<file path="config.mk">
export PLATFORM = sky130hd
export DESIGN_NAME = adder_arbiter
export DESIGN_NICKNAME = d
export VERILOG_FILES = /design/src/rtl/adder_arb_pkg.sv /design/src/rtl/fullAdder_64.sv /design/src/rtl/rr_arbiter.sv /design/src/rtl/adder_arbiter.sv
export SDC_FILE = /design/constraint.sdc
export NUM_CORES = 1
export LEC_CHECK = 0
export CORE_AREA = 2 2 227 229
export CTS_CLUSTER_DIAMETER = 50
export CTS_CLUSTER_SIZE = 10
export DETAILED_ROUTE_END_ITERATION = 8
export DIE_AREA = 0 0 229 231
export PLACE_DENSITY = 0.57
export SYNTH_ARGS = -nofsm -noshare
export SYNTH_HDL_FRONTEND = slang
export SYNTH_SLANG_ARGS = --single-unit
</file>
<file path="constraint.sdc">
create_clock -name clk -period 35.4 [get_ports clk]
set_input_delay 5.31 -clock clk [delete_from_list [all_inputs] [get_ports clk]]
set_output_delay 5.31 -clock clk [all_outputs]
set_load 0.02 [all_outputs]
</file>
<file path="src/rtl/adder_arb_pkg.sv">
// Shared types and constants for the arbitrated 64-bit adder.
// Pipeline register layouts plus the signed-overflow helper.
package adder_arb_pkg;

  localparam int WIDTH    = 64;
  localparam int NREQ_MAX = 8;

  typedef logic [63:0] word_t;

  typedef struct {
    word_t      a;
    word_t      b;
    logic [2:0] id;
  } s0_t;

  typedef struct {
    word_t      sum;
    logic       ovf;
    logic [2:0] id;
  } s1_t;

  // Two's-complement overflow: operands agree in sign, result does not.
  function automatic logic signed_ovf(input word_t a, input word_t b, input word_t s);
    return (a[63] == b[63]) && (s[63] != a[63]);
  endfunction

endpackage

</file>
<file path="src/rtl/fullAdder_64.sv">
// 64-bit ripple-carry adder; carry out of the top bit is dropped.
module fullAdder_64 (
  input  logic [63:0] i_a,
  input  logic [63:0] i_b,
  output logic [63:0] o_sum
);

  logic [63:0] w_carry;

  assign w_carry[0] = 1'b0;

  for (genvar i = 0; i < 64; i++) begin : g_bit
    assign o_sum[i] = i_a[i] ^ i_b[i] ^ w_carry[i];
    if (i < 63) begin : g_carry
      assign w_carry[i+1] = (i_a[i] & i_b[i]) | (w_carry[i] & (i_a[i] ^ i_b[i]));
    end
  end

endmodule

</file>
<file path="src/rtl/rr_arbiter.sv">
// Combinational round-robin picker: first set request at or after ptr, wrapping.
// The grant vector is suppressed when the pipeline cannot advance.
module rr_arbiter #(
  parameter int N   = 4,
  parameter int IDW = $clog2(N)
) (
  input  logic [N-1:0]   req,
  input  logic [IDW-1:0] ptr,
  input  logic           adv,
  output logic [N-1:0]   grant,
  output logic [IDW-1:0] gid
);

  logic w_found;
  int   w_idx;

  always_comb begin
    grant   = '0;
    gid     = '0;
    w_found = 1'b0;
    w_idx   = 0;
    for (int k = 0; k < N; k++) begin
      w_idx = int'(ptr) + k;
      if (w_idx >= N) w_idx = w_idx - N;
      if (!w_found && req[w_idx]) begin
        w_found = 1'b1;
        gid     = IDW'(w_idx);
      end
    end
    if (w_found && adv) grant[gid] = 1'b1;
  end

endmodule

</file>
<file path="src/rtl/adder_arbiter.sv">
// Shares one ripple adder among NREQ requesters: round-robin grant into S0,
// adder between S0 and S1, S1 drives an in-order tagged response channel.
module adder_arbiter
  import adder_arb_pkg::*;
#(
  parameter int NREQ = 4,
  parameter int IDW  = $clog2(NREQ)
) (
  input  logic                        clk,
  input  logic                        reset,
  input  logic [NREQ-1:0]             req_valid,
  output logic [NREQ-1:0]             req_ready,
  input  logic [NREQ-1:0][WIDTH-1:0]  req_a,
  input  logic [NREQ-1:0][WIDTH-1:0]  req_b,
  output logic                        rsp_valid,
  input  logic                        rsp_ready,
  output logic [IDW-1:0]              rsp_id,
  output logic [WIDTH-1:0]            rsp_sum,
  output logic                        rsp_ovf
);

  s0_t            r_s0;
  s1_t            r_s1;
  logic           r_s0_valid;
  logic           r_s1_valid;
  logic [IDW-1:0] r_rr_ptr;

  logic            w_s1_en;
  logic            w_s0_en;
  logic [NREQ-1:0] w_grant;
  logic [IDW-1:0]  w_gid;
  word_t           w_sum;

  assign w_s1_en = !r_s1_valid || rsp_ready;
  assign w_s0_en = !r_s0_valid || w_s1_en;

  rr_arbiter #(.N(NREQ), .IDW(IDW)) u_arb (
    .req   (req_valid),
    .ptr   (r_rr_ptr),
    .adv   (w_s0_en),
    .grant (w_grant),
    .gid   (w_gid)
  );

  fullAdder_64 u_add (
    .i_a   (r_s0.a),
    .i_b   (r_s0.b),
    .o_sum (w_sum)
  );

  // Grant is already gated by S0 advance, so it doubles as the accept strobe.
  assign req_ready = w_grant;

  always_ff @(posedge clk) begin
    if (reset) begin
      r_s0_valid <= 1'b0;
      r_s1_valid <= 1'b0;
      r_rr_ptr   <= '0;
      r_s0.a     <= '0;
      r_s0.b     <= '0;
      r_s0.id    <= '0;
      r_s1.sum   <= '0;
      r_s1.ovf   <= 1'b0;
      r_s1.id    <= '0;
    end else begin
      if (w_s1_en) begin
        r_s1_valid <= r_s0_valid;
        r_s1.sum   <= w_sum;
        r_s1.ovf   <= signed_ovf(r_s0.a, r_s0.b, w_sum);
        r_s1.id    <= r_s0.id;
      end
      if (w_s0_en) begin
        r_s0_valid <= |w_grant;
        if (|w_grant) begin
          r_s0.a   <= req_a[w_gid];
          r_s0.b   <= req_b[w_gid];
          r_s0.id  <= 3'(w_gid);
          r_rr_ptr <= (int'(w_gid) == NREQ - 1) ? '0 : w_gid + 1'b1;
        end
      end
    end
  end

  assign rsp_valid = r_s1_valid;
  assign rsp_sum   = r_s1.sum;
  assign rsp_ovf   = r_s1.ovf;
  assign rsp_id    = IDW'(r_s1.id);

endmodule

</file>
# Yosys cells after proc, flatten, opt, wreduce, memory -nomap -nowiden
# Cells that the tools add are included.
# W data, S select, Z words.
# op_classes
addsub	8
order_cmp	10
eq_ne	3
mux	32
bitwise_logic	314
reduce_logical	15
# op_table
op	n
$bmux W64 S2	2
$lt A32 B4 Y1 const B	4
$mux W32	4
$mux W64	2
$xor A1 B1 Y1	127
$and A1 B1 Y1	125
$ge A32 B4 Y1 const B	3
$sub A32 B4 Y32 const B	3
$or A1 B1 Y1	62
$mux W1	13
$mux W2	5
$bmux W1 S2	4
$add A2 B2 Y3 const B	2
$logic_and A1 B1 Y1	6
$logic_not A1 Y1	5
$mux W4	1
$reduce_or A4 Y1	1
$sub A2 B3 Y4 const B	1
$add A2 B1 Y3 const B	1
$ge A2 B3 Y1 const B	1
$lt A2 B3 Y1 const B	1
$add A2 B1 Y2 const B	1
$demux W1 S2	1
$eq A2 B1 Y1 const B	1
5 further kinds	6
# totals
reg_bits	201
inputBits	519
out_inout_bits	72
wordCells	391

# Depth between registers and ports, before layout
# depth
ltp_word	128
mapped_depth	69
depth_no_buf	69

# Modules after synthesis
# From an unflattened synthesis, not the netlist that was laid out.
# unflattened
hier_cells	1149
hier_area_um2	11966.5
# modules_own_cells
module	instances	cells_per_inst	area_each_um2	seq_area_each_um2
adder_arbiter	1	1061	10535.1	4023.9
fullAdder_64	1	69	1296.2	0.0
rr_arbiter	1	19	135.1	0.0

# Worst setup path after synthesis
# No wires, ideal clock.
# synth_timing
path_type	reg2reg
from	register r_s0[3] (netlist name)
to	register r_s1 (netlist bit rsp_sum[63])
setup_time_ns	0.070
t_arrival_ns	24.387
t_required_ns	35.330
setup_slack_ns	10.943
path_stages_with_launch	70
n_path_buf	0
synth_period_minus_slack_ns	24.457
path_cell_list	dfxtp_1 ha_1 fa_1 fa_1 fa_1 fa_1 fa_1 fa_1 fa_1 fa_1 fa_1 fa_1 fa_1 fa_1 fa_1 fa_1 fa_1 fa_1 [34 not listed] fa_1 fa_1 fa_1 fa_1 fa_1 fa_1 fa_1 fa_1 fa_1 fa_1 inv_1 fa_1 inv_1 fa_1 xnor2_1 xnor2_1 nand2_1 a21oi_1
# synth_via
elab_chain_cells	126
# synth_lines
item	line_no	text
from (decl)	adder_arbiter.sv:22	s0_t r_s0;
$and A1 B1 Y1 (2 in a row)	fullAdder_64.sv:15	assign w_carry[i+1] = (i_a[i] & i_b[i]) | (w_carry[i] & (i_a[i] ^ i_b[i]));
$or A1 B1 Y1	fullAdder_64.sv:15	
$and A1 B1 Y1	fullAdder_64.sv:15	
$or A1 B1 Y1	fullAdder_64.sv:15	
$and A1 B1 Y1	fullAdder_64.sv:15	
$or A1 B1 Y1	fullAdder_64.sv:15	
$and A1 B1 Y1	fullAdder_64.sv:15	
$or A1 B1 Y1	fullAdder_64.sv:15	
[109 not listed]	n/a	
$or A1 B1 Y1	fullAdder_64.sv:15	
$and A1 B1 Y1	fullAdder_64.sv:15	
$or A1 B1 Y1	fullAdder_64.sv:15	
$and A1 B1 Y1	fullAdder_64.sv:15	
$or A1 B1 Y1	fullAdder_64.sv:15	
$and A1 B1 Y1	fullAdder_64.sv:15	
$or A1 B1 Y1	fullAdder_64.sv:15	
$xor A1 B1 Y1	fullAdder_64.sv:13	assign o_sum[i] = i_a[i] ^ i_b[i] ^ w_carry[i];
to (decl)	adder_arbiter.sv:23	s1_t r_s1;
# No other way between the ends.
# A chain may end at the register's enable or synchronous reset.

# Worst setup path in the final report
# Same ends and word-level chain as after synthesis.

==> results.txt <==
----------------------------------------------------
[Outcome]
  Status ... complete, no violations

[Timing]
  Post-route minimum period ... ~26000 ps
  Max-slew violation count ... 0
  Clock skew after layout ... 9.825 ps
  Achievable frequency ... around 39 MHz
  Worst rel slew slack ... 0.3776
  Total setup violations reported at the end of the flow ... 0
  Setup repair after global routing missed its margin ... no
  Final WS setup ... slightly below 10000 ps
  Setup TNS Final ... 0 ps
  Period Utilization, post-route ... 0.7278
  Total count of hold-check failures in the final report ... 0
  Slew of the pin with the lowest slew margin ... 933.6 ps

[Floorplan]
  Height of the chip ... about 230 microns
  Total die area ... 52900 sq um
  I/O pin cnt ... between 500 and 600
  Starting utilization of the core area ... 0.2240
  Die span in x ... 229 microns
  Row Count ... 83
  Standard cell core area ... 50680 sq um

[Clock network]
  Clk root buf ... sky130_fd_sc_hd__clkbuf_16
  Number of buffers between clock root and the deepest sink ... 3
  Clock tree from TritonCTS ... built
  Number of setup buffers added after CTS ... 0
  Deepest level of the CTS H-tree ... 1
  Number of sinks handled by clock tree synthesis ... between 200 and 250
  Cts bufs inserted ... 29
  Post_cts resized ... 0
  Post-CTS Hold Buffers ... 0
  Source-to-sink clock delay at the later pin of the worst-skew pair ... ~550 ps
  Clock slew at reported path FFs ... 60 ps

[Route]
  Drt initial violations ... just under 400
  Via density ... 4.476
  Number of vias in the routed layout ... 10560
  Final routed DRC violation total ... 0
  First-pass detailed-route iteration total ... 4
  Mean routed wirelength per cell ... ~19 microns
  Routed Wire Length ... 44.37 mm
  Remaining antenna violation count ... 0

[Worst setup path]
  Peak per-stage delay on the critical path ... around 430 ps
  Max stage delay cell, worst path ... sky130_fd_sc_hd__fa_1
  Class of the most critical setup path ... reg -> reg
  Critical Path Start Type ... flop
  Data required time of the critical path ... around 36000 ps
  R2R Path Start ... r_s0[3]
  Kind of end point of the critical path ... flop
  Worst-case register-to-register setup slack ... 9640 ps
  Data arrival time of the critical path ... 26230 ps
  Top cell by count, worst path ... sky130_fd_sc_hd__fa_1
  Worst Reg2Reg Path Length in Cells ... 69
  Crit-path max FO ... 3
  Critical register-to-register path endpoint ... rsp_sum[63]

[Synth]
  Gate count after technology mapping ... between 1000 and 1500
  Most area-hungry cell type in the Yosys netlist ... sky130_fd_sc_hd__dfxtp_1
  Number of distinct library cells after synthesis ... 38
  Mapped cell area ... roughly 11000 sq um
  Number of register bits inferred by synthesis ... 201
  Most used flip-flop cell after synthesis ... sky130_fd_sc_hd__dfxtp_1
  Yosys top cell area share ... 0.3545
  Cell types with the largest area share after synthesis ... sky130_fd_sc_hd__dfxtp_1 35%, sky130_fd_sc_hd__mux2i_1 23%, sky130_fd_sc_hd__fa_1 11%
  Async set-or-reset flop fraction in the synthesized netlist ... 0
  Post-Synthesis Mean Instance Area ... 10.10 sq um
  Nets in the synthesized netlist ... 1710
  Post-synth EDFFs ... 0
  Count of warnings emitted by yosys ... 0
  Sequential element share of the synthesized area ... 0.3545

[Final layout]
  Util after Layout ... 0.3649
  Post-route standard cell area excluding fillers ... 18490 sq um
  Inserted Diodes ... 0
  Most frequent standard cell in the layout excluding fill and tap cells ... sky130_fd_sc_hd__clkdlybuf4s50_1
  Signed area change from the synthesized netlist to the final layout ... 62.88%
  Fillers ... approximately 5200
  Most used cells in the layout excluding fill and tap cells ... 589 x sky130_fd_sc_hd__clkdlybuf4s50_1, 264 x sky130_fd_sc_hd__nand2_1, 256 x sky130_fd_sc_hd__mux2i_1
  Share of cells above drive strength 1 ... 0.04467
  Net total in the final layout ... 2246

[Place]
  Setup Slack @ Placement ... between 9000 and 10000 ps
  Detailed placer's ending HPWL ... 35.07 mm
  Global placement routability congestion ... ~0.86
  Number of I/O port buffers ... 590
  Cell area after placement ... 17550 sq um

[Min path]
  Hold path depth ... 2
  Worst min path class ... reg -> reg
  Endpoint of the worst hold path ... rsp_sum[47]
  HP Start ... rsp_sum[47]

[Flow run]
  Max-capacitance violation count ... 0

[GRT]
  Congestion Overflow GR ... 0
  Number of global-route vias before repair ... 11260
  Maximum number of pins on one net before global-route repair ... 101
  First-pass GRT wire length ... 66.50 mm
  Initial antenna violation count ... 0
  GRT Overall Usage ... 0.1616

[Power and ir drop]
  VDD IR-drop max ... 37.02 uV
  Leak Pwr ... 7.213 nW
  Sum of internal, switching and leakage power ... roughly 1.3 mW
  Power per cell area ... 69.23 nW/um^2

----------------------------------------------------
-- Yosys cell counts, types with 3 or more instances --
master / instances
sky130_fd_sc_hd__and3_1: 4
sky130_fd_sc_hd__nor2b_1: 4
sky130_fd_sc_hd__fa_1: 62
sky130_fd_sc_hd__buf_1: 7
sky130_fd_sc_hd__nor2_1: 8
sky130_fd_sc_hd__buf_4: 16
sky130_fd_sc_hd__o221ai_2: 10
sky130_fd_sc_hd__inv_1: 6
sky130_fd_sc_hd__a21oi_1: 69
sky130_fd_sc_hd__buf_2: 26
sky130_fd_sc_hd__mux2i_1: 256
sky130_fd_sc_hd__buf_6: 28
sky130_fd_sc_hd__ha_1: 5
sky130_fd_sc_hd__clkbuf_1: 16
sky130_fd_sc_hd__nand2_1: 264
sky130_fd_sc_hd__o221ai_1: 118
sky130_fd_sc_hd__dfxtp_1: 201
sky130_fd_sc_hd__a211oi_1: 3
-- cells by family after synthesis --
group,after synthesis,share of synthesized area
XOR/XNOR,2,0.001543
AO/OA/AOI/OAI,207,0.1416
AND/OR/NAND/NOR,290,0.1016
buffers and inverters,101,0.06018
multiplexers,256,0.2257
adder cells (fa/ha/maj),67,0.1148
flip-flops,201,0.3545
-- worst max-delay path, delay by kind of cell (launching register included) --
kind	cells	cell delay, ps
AOI/OAI and AO/OA	1	160
xor gates and xnor gates	2	310
adders and majority gates	63	24660
buffers and inverters	2	120
DFF	1	310
and+or+nand+nor	1	70
-- per-layer routing --
metal | part of all wire | GRT usage
met1 | 0.41 | 0.1915
met2 | 0.50 | 0.2863
met3 | 0.061 | 0.04088
met4 | 0.030 | 0.04870
met5 | 0 | 0
-- worst max path at each step --
stage	end	from	slack [ps]	cells after the start
6_report	rsp_sum[63]	r_s0[3]	9640	69
5_1_grt	rsp_sum[63]	r_s0[3]	8840	69
4_1_cts	rsp_sum[63]	r_s0[3]	9550	69
3_5_place_dp	rsp_sum[63]	r_s0[3]	9580	69
3_3_place_gp	rsp_sum[63]	r_s0[3]	9810	69
2_1_floorplan	rsp_sum[63]	r_s0[3]	10940	69
-- final cells by class --
cell class	count	area [sq um]	area share
Multi-Input combinational cell	822	6670	0.3607
Timing Repair Buffer	598	5963	0.3225
Sequential cell	201	4024	0.2176
Tap cell	680	850.8	0.04601
Clock buffer	40	827.0	0.04473
Clock inverter	10	112.6	0.006090
Inverter	8	42.54	0.002301
-- registers in the layout (all words and copies together), names as in the netlist --
name        cells
r_rr_ptr        2
r_s0          130
r_s0_valid      1
rsp_id          2
rsp_ovf         1
rsp_sum        64
rsp_valid       1
-- metrics by stage --
stage,hold WS [ps],std cells
6_report,448.5,2359
2_1_floorplan,432.6,1124
4_1_cts,451.4,2359
5_1_grt,469.1,2359
3_5_place_dp,443.6,2309
3_3_place_gp,438.4,2309
-- report_power, final --
group | internal (mW) | switching [mW] | total, mW
logic | 0.280 | 0.304 | 0.584
registers | 0.330 | 0.0849 | 0.415
clock network | 0.176 | 0.106 | 0.282
Note: power is estimated with default switching activity, not from simulation.
